[config.mk]
export PLATFORM = sky130hd
export DESIGN_NAME = lane_gene_compactor
export DESIGN_NICKNAME = d
export VERILOG_FILES = /design/src/rtl/lane_gene_compactor.sv
export SDC_FILE = /design/constraint.sdc
export NUM_CORES = 1
export LEC_CHECK = 0
export CORE_AREA = 3 3 191 240
export DETAILED_ROUTE_END_ITERATION = 12
export DIE_AREA = 0 0 194 243
export GPL_TIMING_DRIVEN = 0
export PLACE_DENSITY_LB_ADDON = 0.05
export SLEW_MARGIN = 25
export SYNTH_ARGS = -nofsm -noshare
export SYNTH_HDL_FRONTEND = slang
export SYNTH_SLANG_ARGS = --single-unit
[constraint.sdc]
create_clock -name clk -period 15.7 [get_ports clk]
set_input_delay 3.925 -clock clk [delete_from_list [all_inputs] [get_ports clk]]
set_output_delay 3.925 -clock clk [all_outputs]
set_load 0.02 [all_outputs]
[src/rtl/lane_gene_compactor.sv]
// Bubble-squeezing gene FIFO between the deletion stage and genome write-back.
// Emits surviving genes in order with contiguous addresses and reports per-genome kind counts.
module lane_gene_compactor #(
    parameter int GENE_SZ = 64,
    parameter int ATTR_SZ = 8,
    parameter int DEPTH   = 8,
    parameter int PTR_SZ  = 3
) (
    input  logic               clk,
    input  logic               rst,
    input  logic [GENE_SZ-1:0] gene_in,
    input  logic               in_valid,
    input  logic               in_kind,
    input  logic               genome_end,
    output logic [GENE_SZ-1:0] out_gene,
    output logic               out_kind,
    output logic [ATTR_SZ-1:0] out_addr,
    output logic               out_valid,
    input  logic               out_ready,
    output logic [ATTR_SZ-1:0] node_cnt,
    output logic [ATTR_SZ-1:0] conn_cnt,
    output logic               done,
    output logic               overflow,
    output logic               order_err
);

    typedef enum logic [1:0] {COLLECT, DRAIN, REPORT} state_t;

    localparam logic [PTR_SZ:0]  FULL    = (PTR_SZ+1)'(DEPTH);
    localparam logic [ATTR_SZ-1:0] CNT_MAX = '1;

    state_t              state, state_nx;
    logic [GENE_SZ:0]    mem [DEPTH];
    logic [PTR_SZ-1:0]   wr_ptr, rd_ptr;
    logic [PTR_SZ:0]     fill;
    logic                pop, push, drop;
    logic [ATTR_SZ-1:0]  addr_q, node_q, conn_q;
    logic                seen_conn, ovf_q, oerr_q;

    // Head entry is gated so every output reads 0 while the FIFO is empty or in reset.
    assign out_valid = (fill != '0);
    assign out_gene  = out_valid ? mem[rd_ptr][GENE_SZ-1:0] : '0;
    assign out_kind  = out_valid & mem[rd_ptr][GENE_SZ];
    assign out_addr  = addr_q;
    assign node_cnt  = node_q;
    assign conn_cnt  = conn_q;
    assign done      = (state == REPORT);
    assign overflow  = ovf_q;
    assign order_err = oerr_q;
    assign pop       = out_valid && out_ready;

    always_comb begin
        // NOTE: every signal driven here gets a default first so no latch is inferred.
        state_nx = state;
        push     = 1'b0;
        drop     = 1'b0;
        case (state)
            COLLECT: begin
                if (in_valid) begin
                    if (fill != FULL || pop) push = 1'b1;
                    else                     drop = 1'b1;
                end
                if (genome_end) state_nx = DRAIN;
            end
            DRAIN: begin
                drop = in_valid;
                // Empty after this cycle's pop: fill is 0, or 1 with a pop.
                if (fill == (PTR_SZ+1)'(pop)) state_nx = REPORT;
            end
            REPORT: begin
                drop     = in_valid;
                state_nx = COLLECT;
            end
            default: state_nx = COLLECT;
        endcase
    end

    // NOTE: the gene storage has no reset; validity comes from fill, and this keeps it plain RAM.
    always_ff @(posedge clk) begin
        if (push) mem[wr_ptr] <= {in_kind, gene_in};
    end

    // NOTE: sequential state uses non-blocking assignments so all registers update from pre-edge values.
    always_ff @(posedge clk or posedge rst) begin
        if (rst) begin
            state     <= COLLECT;
            wr_ptr    <= '0;
            rd_ptr    <= '0;
            fill      <= '0;
            addr_q    <= '0;
            node_q    <= '0;
            conn_q    <= '0;
            seen_conn <= 1'b0;
            ovf_q     <= 1'b0;
            oerr_q    <= 1'b0;
        end else begin
            state <= state_nx;
            fill  <= fill + (PTR_SZ+1)'(push) - (PTR_SZ+1)'(pop);
            if (push) wr_ptr <= wr_ptr + PTR_SZ'(1);
            if (pop)  rd_ptr <= rd_ptr + PTR_SZ'(1);
            if (drop) ovf_q <= 1'b1;
            if (push && in_kind) seen_conn <= 1'b1;
            if (push && !in_kind && seen_conn) oerr_q <= 1'b1;

            if (state == REPORT) begin
                addr_q    <= '0;
                node_q    <= '0;
                conn_q    <= '0;
                seen_conn <= 1'b0;
            end else if (pop) begin
                addr_q <= addr_q + ATTR_SZ'(1);
                if (out_kind) begin
                    if (conn_q != CNT_MAX) conn_q <= conn_q + ATTR_SZ'(1);
                end else begin
                    if (node_q != CNT_MAX) node_q <= node_q + ATTR_SZ'(1);
                end
            end
        end
    end

endmodule

Word level (Yosys, flattened, before mapping)
Memory sizes are Yosys's and may differ from the RTL's.
Cells that the tools add are included.
{ "word_totals": {"n_memories": 1, "ramBits": 520, "ff_bits": 39, "output_inout_bits": 93} }
{ "classes": {"reduce_logical": 17, "muxes": 24, "n_bitwise": 1, "n_eq_ne": 9, "n_addsub": 7} }
{ "memory_table": {"columns": ["memory", "depth", "width", "read_ports", "rd_ports_with_merged_regs", "write_ports", "line_no", "source"], "rows": [
  ["mem", 8, 65, 1, 0, 1, "33", "logic [GENE_SZ:0] mem [DEPTH];"]
]} }
{ "ops": {"columns": ["operator", "count"], "rows": [
  ["8-bit two-way mux", 10],
  ["64-bit two-way mux", 1],
  ["8-bit by 1-bit adder with 8-bit output (second input constant)", 3],
  ["8-bit inequality test (second input constant)", 2],
  ["2-bit nonzero test", 5],
  ["1-bit two-way mux", 9],
  ["3-bit by 1-bit adder with 3-bit output (second input constant)", 2],
  ["3-bit AND reduction", 2],
  ["4-bit by 1-bit adder with 4-bit output", 1],
  ["4-bit by 1-bit equality test with 1-bit output", 1],
  ["1-bit logical AND", 4],
  ["2-bit two-way mux", 2],
  ["2-bit inequality test (second input constant)", 2],
  ["4-bit inequality test (second input constant)", 1],
  ["2-bit one-hot mux with 2 select lines", 1],
  ["4-bit nonzero test", 1],
  ["4-bit by 1-bit subtractor with 4-bit output", 1],
  ["2-bit by 1-bit equality test with 1-bit output (second input constant)", 1],
  ["2-bit equality test (second input constant)", 1],
  ["2-bit zero test", 1],
  ["2-bit by 1-bit inequality test with 1-bit output (second input constant)", 1],
  ["1-bit one-hot mux with 2 select lines", 1],
  ["2-bit AND reduction", 1],
  ["2-bit OR reduction", 1],
  ["3 further kinds", 3]
]} }

Logic depth before layout (Yosys ltp)
Gate-level depths: netlist of the first run.
{ "logic_depth": {"depth_word": 9, "mapped_depth": 14, "ltp_nobuf": 13} }

Least setup slack after synthesis of the first run
Ideal clock, no wire load.
{ "synth_path": {"path_kind": "input-to-reg", "from": "input out_ready", "to": "memory mem[2][0] in the netlist's numbering (enable)", "t_arrival_ps": 11337, "setup_slack_ps": 3692, "path_stages": 4, "path_cell_list": "nand2b_1 > a31oi_1 > inv_1 > nor4b_1"} }
{ "synth_via": {"elab_chain_len": 7} }
{ "synth_lines": {"columns": ["element", "line_no", "source"], "rows": [
  ["from (decl)", "19", "input logic out_ready,"],
  ["1-bit logical AND", "50", "assign pop = out_valid && out_ready;"],
  ["1-bit logical OR", "60", "if (fill != FULL || pop) push = 1'b1;"],
  ["1-bit two-way mux", "60", null],
  ["1-bit two-way mux", "59", "if (in_valid) begin"],
  ["1-bit two-way mux", "57", "case (state)"],
  ["1-bit two-way mux", "80", "if (push) mem[wr_ptr] <= {in_kind, gene_in};"],
  ["1-bit two-way mux (implied by the code)", "80", null],
  ["to (decl)", "33", null]
]} }
Every way passes these cells.

Worst setup path in the final report of the first run
{ "layout_path": {"from": "register rd_ptr[1]", "to": "output out_gene[41]"} }
{ "layout_via": {"elab_chain_len": 2} }
{ "layout_lines": {"columns": ["element", "line_no", "source"], "rows": [
  ["from (decl)", "34", "logic [PTR_SZ-1:0] wr_ptr, rd_ptr;"],
  ["from (signal assigned)", "100", "if (pop) rd_ptr <= rd_ptr + PTR_SZ'(1);"],
  ["memory 8 x 65 bit", null, null],
  ["64-bit two-way mux", "42", "assign out_gene = out_valid ? mem[rd_ptr][GENE_SZ-1:0] : '0;"],
  ["to (decl)", "15", "output logic [GENE_SZ-1:0] out_gene,"]
]} }
Every way passes these cells.

==> results.toml, run 1 <==
[detailed_routing]
routed_wl_um = 46200
vias = 11000
wl_per_cell_um = 23.4
drt_iter0_drc = 726
ant_nets = 0
via_per_inst = 5.57
drc_errors = 0
dr.pass1.iters = 5

[critical_path]
cp_common_cell = "clkbuf_1"
r2r_slack_ns = 11.95
cp_slowest_stage_delay_ns = 0.63
critPathTopFamily = "buffers and inverters"
end_kind = "primary output"
crit_path_max_fanout = 10
worst-path-buf-inv = 4
path_cells = "clkbuf_1 > clkbuf_1 > buf_1 > mux4_2 > mux2i_1 > nor2_1 > clkdlybuf4s50_1"
critPathKind = "flop to primary output"
r2r_start = "fill[2]$_DFF_PP0_"
r2r_cells = 10
cp_data_required_time_ns = 11.77
critical_path.slowest_cell = "clkbuf_1"
crit_cells = 7
timing.rr.end = "mem[2][29]$_DFFE_PP_"
worst_ep_arrival_time_ns = 3.75
startpoint_type = "flop"

[yosys]
synth_seq_area_share = 0.760
syn_area_um2 = 21800
postSynthAreaPerCell_um2 = 20.8
async_flop_share = 0.0698
synthTopCellsByArea = "edfxtp_1 (72%), mux4_2 (13%), dfrtp_1 (4.5%)"
synth_top_area_cell = "edfxtp_1"
synth-warning-count = 0
synth_top_flop_cell = "edfxtp_1"
synth.top_cell.area_share = 0.715
synthMuxAreaShare = 0.168
synth-compound-area-share = 0.0118
yosysMostFrequentCell = "edfxtp_1"
synth_cell_types = 39
synth_common_cells = "edfxtp_1 (520), mux4_2 (130), nor2_1 (78)"
synth_xor_area_frac = 0.00441
synth_top_family_by_area = "multiplexers"
synth_adder_area_share = 0.0101
syn_nets = 1136
synth-edff-count = 520
synth-simple-area-share = 0.0320
postSynthCellCount = 1049
synth-seq-cells = 559

[sta]
tightest_slew_ns = 1.01
finalClockSkew_ns = 0.0128
setup_violations = 0
finalCriticalPeriod_ns = 7.68
setup_slack_ns = 8.02
hold-worst-slack_ns = 0.467
finalMaxSlewViolations = 0
final_hold_viol_count = 0
fmax_mhz = 130
slew_headroom = 0.324
rsz0062_at_grt = "no"
tns_ns = 0
period_share = 0.489

[global_routing]
overflow = 0
grt_usage = 0.199
antenna_found_initial = 5
grt_pass1_wl_um = 71900
grt_max_degree = 22
grt_pass1_vias = 11700

[clocking]
h-tree-depth = 2
clockBufferDepth = 3
hold_buffers = 0
cts_sinks = 559
cts_tree = "done"
cts_buffers = 54
worstSkewPairLatency_ns = 0.58
root_buffer = "clkbuf_16"
clk_pin_slew_ns = 0.07
cts_resized = 0
cts_setup_buffers = 0

[floorplanning]
die_w_um = 194
core_area_um2 = 43900
die_height_um = 243
start_util = 0.497
num_rows = 86
dieArea_um2 = 47100
ios = 163

[power_and_ir_drop]
peakVddDrop_mv = 0.120
leakagePower_nw = 9.10
pwr_density_cell_nw_per_um2 = 184

[final_layout]
area_growth_pct = 22.1
fill_cells = 3248
nNetsFinal = 1446
drive_gt1_frac = 0.234
final_core_util = 0.607
stdcell_area_um2 = 26600

[hold_path]
hold_end = "overflow$_DFFE_PP0P_"
hp-class = "flop to flop"
min_from = "overflow$_DFFE_PP0P_"
hold_depth = 1

[placed_design]
routabilityCongestion = 0.707
numPortBuffers = 162
pre_cts_slack_ns = 8.17
placed_area_um2 = 24900
dpl.hpwl_um = 31200

[run]
maxCapViolCount = 0

[outcome]
status = "completed"
## where the power goes
| group | total (W) | switching, W | internal, W | leakage, nW |
|---|---|---|---|---|
| Clock | 0.00128 | 0.000530 | 0.000752 | 0.844 |
| Combinational | 0.00178 | 0.000950 | 0.000830 | 3.06 |
| Sequential | 0.00185 | 0.0000573 | 0.00179 | 5.19 |
| Total | 0.00491 | 0.00154 | 0.00338 | 9.10 |
## sequential cells by signal, indices dropped and copies added (netlist names)
| register | count |
|---|---|
| mem | 520 |
| conn_cnt | 8 |
| node_cnt | 8 |
| out_addr | 8 |
| fill | 4 |
| rd_ptr | 3 |
| wr_ptr | 3 |
| state | 2 |
| order_err | 1 |
| overflow | 1 |
| seen_conn | 1 |
## worst max-delay path by stage
| stage | start | to |
|---|---|---|
| after floorplan | out_ready | mem[2][0]$_DFFE_PP_ |
| after global placement | out_ready | mem[2][28]$_DFFE_PP_ |
| final | rd_ptr[1]$_DFFE_PP0P_ | out_gene[41] |
| after CTS | rd_ptr[1]$_DFFE_PP0P_ | out_gene[62] |
| after detailed placement | out_ready | mem[2][31]$_DFFE_PP_ |
| after global routing | rd_ptr[1]$_DFFE_PP0P_ | out_gene[1] |
## cells in the final DEF (no fill, tap or decap), drive strengths merged, types with 8 or more instances in the layout
cell,count
buf,124
nor2,78
o31ai,8
ha,16
edfxtp,520
or4,8
clkinv,21
dfrtp,39
a21oi,18
clkbuf,85
nand2,15
clkdlybuf4s50,162
mux4,130
mux2i,67
inv,18
nand3,10
## metrics by stage
| step | cells | power, W |
|---|---|---|
| after floorplan | 1049 | 0.00298 |
| after global placement | 1783 | 0.00369 |
| after detailed placement | 1875 | 0.00370 |
| after CTS | 1971 | 0.00499 |
| after global routing | 1973 | 0.00516 |
| final | 1974 | 0.00491 |
## layer usage
layer | track usage | routed length (um)
met3 | 0.0364 | 2160
met4 | 0.0444 | 715
met1 | 0.285 | 20100
met2 | 0.327 | 23200
met5 | 0 | 34
## layout make-up
| cell class | count | area, um2 | area share |
|---|---|---|---|
| Antenna cell | 3 | 7.51 | 0.000282 |
| Buffer | 53 | 233 | 0.00873 |
| Clock buffer | 64 | 1410 | 0.0529 |
| Clock inverter | 32 | 329 | 0.0124 |
| Inverter | 16 | 60.1 | 0.00225 |
| Multi-Input combinational cell | 421 | 4990 | 0.187 |
| Sequential cell | 559 | 16600 | 0.623 |
| Tap cell | 572 | 716 | 0.0269 |
| Timing Repair Buffer | 254 | 2310 | 0.0867 |
## cells by family after synthesis
family          after synthesis
flops                       559
simple gates                148
compound gates               42
buf+inv                      69
fa+ha+maj                    17
xor+xnor                     11
mux                         203
Note: power is estimated with default switching activity, not from simulation.
==> inputs of run 2 (changes only) <==
Clock period 15.7 ns to 7.2 ns, I/O delays scaled along.
==> results.toml, run 2 (same netlist as run 1, synthesis figures left out) <==
[detailed_routing]
routed_wl_um = 45900
drt_iter0_drc = 851
drc_errors = 0
ant_nets = 0
vias = 10900
via_per_inst = 5.54
wl_per_cell_um = 23.2
dr.pass1.iters = 4

[power_and_ir_drop]
combPwrFrac = 0.373
p_sw_frac = 0.318
leakagePower_nw = 9.07
power.switching_w = 0.00335
seq_power_share = 0.383
peakVddDrop_mv = 0.295
p_int_w = 0.00717
pwr_density_cell_nw_per_um2 = 395
clock_power_share = 0.244

[outcome]
status = "completed"

[final_layout]
nNetsFinal = 1445
drive_gt1_frac = 0.231
final_cell_mix = "edfxtp_1 (520), clkdlybuf4s50_1 (162), mux4_2 (130)"
largest_register = "mem"
final_core_util = 0.606
area_growth_pct = 21.9
largest_register_ffs = 520
final_common_cell = "edfxtp_1"

[sta]
final_hold_viol_count = 0
setup_slack_ns = 1.56
period_share = 0.783
rsz0062_at_grt = "no"
finalMaxSlewViolations = 0
tightest_slew_ns = 0.992
finalCriticalPeriod_ns = 5.64
hold-worst-slack_ns = 0.466
tns_ns = 0
finalClockSkew_ns = 0.0220
fmax_mhz = 177
setup_violations = 0
slew_headroom = 0.339

[critical_path]
critPathKind = "flop to primary output"
end_kind = "primary output"
startpoint_type = "flop"
r2r_slack_ns = 3.52
crit_path_max_fanout = 10
worst_ep_arrival_time_ns = 3.84
cp_data_required_time_ns = 5.40

[clocking]
cts_resized = 0
hold_buffers = 0
clockBufferDepth = 3
worstSkewPairLatency_ns = 0.59
cts_sinks = 559
h-tree-depth = 2
clk_pin_slew_ns = 0.06
cts_setup_buffers = 0
cts_tree = "done"
cts_buffers = 53
root_buffer = "clkbuf_16"

[global_routing]
grt_usage = 0.198
overflow = 0
grt_max_degree = 25
grt_pass1_vias = 11500
grt_pass1_wl_um = 71100
antenna_found_initial = 4

[floorplanning]
die_w_um = 194
dieArea_um2 = 47100
ios = 163
core_area_um2 = 43900
num_rows = 86
die_height_um = 243
start_util = 0.497

[hold_path]
hp-class = "flop to flop"

[placed_design]
pre_cts_slack_ns = 1.77
numPortBuffers = 162
dpl.hpwl_um = 31100
routabilityCongestion = 0.739

[run]
maxCapViolCount = 0
## run 2: cell types whose count changed in the layout (fill, tap and decap cells not counted), moves of 2 or more
| cell | change |
|---|---|
| buf_2 | -3 |
| buf_4 | -11 |
| buf_6 | +4 |
| buf_8 | +10 |
| bufinv_16 | -6 |
| clkbuf_1 | +8 |
| clkinv_1 | -2 |
| clkinv_2 | +4 |
| clkinvlp_4 | -2 |
| nor3b_2 | -2 |
| nor3b_4 | +2 |
## run 2: path summary, 6_finish.rpt
path,startpoint,cells after the start,to
setup / recovery,rd_ptr[1]$_DFFE_PP0P_,7,out_gene[0]
hold / removal,overflow$_DFFE_PP0P_,1,overflow$_DFFE_PP0P_
setup reg to reg,fill[2]$_DFF_PP0_,13,mem[2][25]$_DFFE_PP_
hold reg to reg,overflow$_DFFE_PP0P_,1,overflow$_DFFE_PP0P_
max in group asynchronous,rst,3,conn_cnt[5]$_DFFE_PP0P_
min in group asynchronous,rst,2,node_cnt[4]$_DFFE_PP0P_
## run 2: layout make-up
type / instances / area, um2
Timing Repair Buffer: 254 / 2410
Multi-Input combinational cell: 421 / 5000
Fill cell: 3269 / 17300
Tap cell: 572 / 716
Sequential cell: 559 / 16600
Clock buffer: 72 / 1440
Clock inverter: 26 / 146
Buffer: 53 / 233
Antenna cell: 3 / 7.51
Inverter: 16 / 60.1
## run 2: through the flow
step	power (W)	cell area, um2	std cells
final	0.0105	26600	1976
after global routing	0.0111	26600	1974
after detailed placement	0.00811	25000	1875
after floorplan	0.00650	21800	1049
after CTS	0.0107	26600	1973
after global placement	0.00805	24200	1783
## run 2: power by group through the flow
stage | Sequential [W] | Clock [W] | Combinational, W
after floorplan | 0.00414 | 0 | 0.00236
after global placement | 0.00419 | 0 | 0.00386
after detailed placement | 0.00410 | 0 | 0.00400
after CTS | 0.00403 | 0.00263 | 0.00402
after global routing | 0.00406 | 0.00277 | 0.00423
final | 0.00403 | 0.00257 | 0.00392
## run 2: per-layer routing
| layer | global-route usage | wire (um) |
|---|---|---|
| met1 | 0.274 | 20000 |
| met2 | 0.332 | 23000 |
| met3 | 0.0329 | 2020 |
| met4 | 0.0511 | 910 |
| met5 | 0 | 13 |
## run 2: worst max-delay path, stage by stage, from the launching register on
cell	delay, ns
dfrtp_1	0.36
clkbuf_1	0.24
clkbuf_1	0.62
clkbuf_1	0.64
mux4_2	0.34
mux2i_1	0.06
nor2_1	0.32
clkdlybuf4s50_1	0.68
==> inputs of run 3 (changes only) <==
Clock period 7.2 ns to 4.9 ns, I/O delays scaled along.
==> results.toml, run 3 (same netlist as run 1, synthesis figures left out) <==
[outcome]
status = "completed"

[floorplanning]
start_util = 0.497
num_rows = 86
dieArea_um2 = 47100
core_area_um2 = 43900
ios = 163
die_w_um = 194
die_height_um = 243

[global_routing]
antenna_found_initial = 3
grt_max_degree = 31
overflow = 0
grt_usage = 0.198
grt_pass1_wl_um = 71300
grt_pass1_vias = 11500

[clocking]
cts_sinks = 559
clockBufferDepth = 3
cts_buffers = 53
hold_buffers = 0
worstSkewPairLatency_ns = 0.57
h-tree-depth = 2
clk_pin_slew_ns = 0.06
root_buffer = "clkbuf_16"
cts_tree = "done"

[final_layout]
area_growth_pct = 22.0
fill_cells = 3253
final_cell_mix = "edfxtp_1 (520), clkdlybuf4s50_1 (162), mux4_2 (130)"
final_core_util = 0.607
stdcell_area_um2 = 26600
nNetsFinal = 1412
largest_register_ffs = 520
largest_register = "mem"
final_common_cell = "edfxtp_1"
drive_gt1_frac = 0.227

[critical_path]
cp_data_required_time_ns = 3.67
startpoint = "rd_ptr[2]$_DFFE_PP0P_"
worst_ep_arrival_time_ns = 3.50
end_kind = "primary output"
r2r_cells = 11
r2r_start = "fill[2]$_DFF_PP0_"
endpoint = "out_gene[36]"
critPathKind = "flop to primary output"
r2r_slack_ns = 1.13
crit_path_max_fanout = 10
startpoint_type = "flop"
timing.rr.end = "mem[5][27]$_DFFE_PP_"

[sta]
slew_headroom = 0.350
setup_violations = 0
final_hold_viol_count = 0
finalClockSkew_ns = 0.00768
setup_slack_ns = 0.173
finalCriticalPeriod_ns = 4.73
tightest_slew_ns = 0.975
finalMaxSlewViolations = 0
rsz0062_at_grt = "no"
period_share = 0.965
tns_ns = 0
fmax_mhz = 212

[hold_path]
hp-class = "flop to flop"
hold_depth = 1

[detailed_routing]
drt_iter0_drc = 762
dr.pass1.iters = 5
via_per_inst = 5.58
routed_wl_um = 46000
vias = 10800
drc_errors = 0
wl_per_cell_um = 23.8
ant_nets = 0

[power_and_ir_drop]
power_w = 0.0155
leakagePower_nw = 8.97
pwr_density_cell_nw_per_um2 = 583
peakVddDrop_mv = 0.380

[placed_design]
routabilityCongestion = 0.733
numPortBuffers = 162
pre_cts_slack_ns = -0.0282
placed_area_um2 = 25000
dpl.hpwl_um = 31000

[run]
maxCapViolCount = 0
==> run 3: report_power, final <==
group	internal [W]	switching [W]	total, W
logic	0.00271	0.00308	0.00580
clock network	0.00212	0.00166	0.00378
registers	0.00575	0.000193	0.00594
==> run 3: worst min path at each step <==
stage | to | from | slack (ns)
final | overflow$_DFFE_PP0P_ | overflow$_DFFE_PP0P_ | 0.48
after global routing | order_err$_DFFE_PP0P_ | order_err$_DFFE_PP0P_ | 0.51
after CTS | overflow$_DFFE_PP0P_ | overflow$_DFFE_PP0P_ | 0.48
after detailed placement | overflow$_DFFE_PP0P_ | overflow$_DFFE_PP0P_ | 0.47
after global placement | overflow$_DFFE_PP0P_ | overflow$_DFFE_PP0P_ | 0.46
after floorplan | seen_conn$_DFFE_PP0P_ | seen_conn$_DFFE_PP0P_ | 0.46
==> run 3: final cells by class <==
cell class              instances  area [um2]  area share
diodes                          1        2.50   0.0000939
plain buffers                  53         284      0.0107
clock buffers                  66        1400      0.0524
clock inverters                27         195     0.00733
inverters                      16        60.1     0.00225
multi-input cells             421        5040       0.189
flip-flops and latches        559       16600       0.623
well taps                     572         716      0.0269
repair buffers                221        2350      0.0883
==> run 3: critical path, cell delays in order, from the launching register on <==
cell and delay [ns]:
dfrtp_1 0.32, clkbuf_1 0.21, clkdlybuf4s15_1 0.78, clkdlybuf4s15_2 0.58
mux2i_1 0.15, nor2_1 0.23, clkdlybuf4s50_1 0.66
==> run 3: layer usage <==
| metal | track usage | share of wire | wire, um |
|---|---|---|---|
| met1 | 0.283 | 0.44 | 20000 |
| met2 | 0.328 | 0.50 | 23000 |
| met3 | 0.0358 | 0.050 | 2290 |
| met4 | 0.0372 | 0.014 | 625 |
| met5 | 0 | 0.00078 | 36 |
==> run 3: what timing repair did <==
| action | in CTS | in global routing |
|---|---|---|
| gates resized for setup | 16 | 8 |
| buffers inserted | 0 | 0 |
| endpoints found under the setup margin | 64 | 37 |
| pin swaps | 0 | 0 |
==> run 3: through the flow <==
stage	hold WS, ns	instances
4_1_cts	0.484	1935
6_report	0.482	1936
2_1_floorplan	0.463	1049
5_1_grt	0.505	1935
3_3_place_gp	0.456	1783
3_5_place_dp	0.470	1842
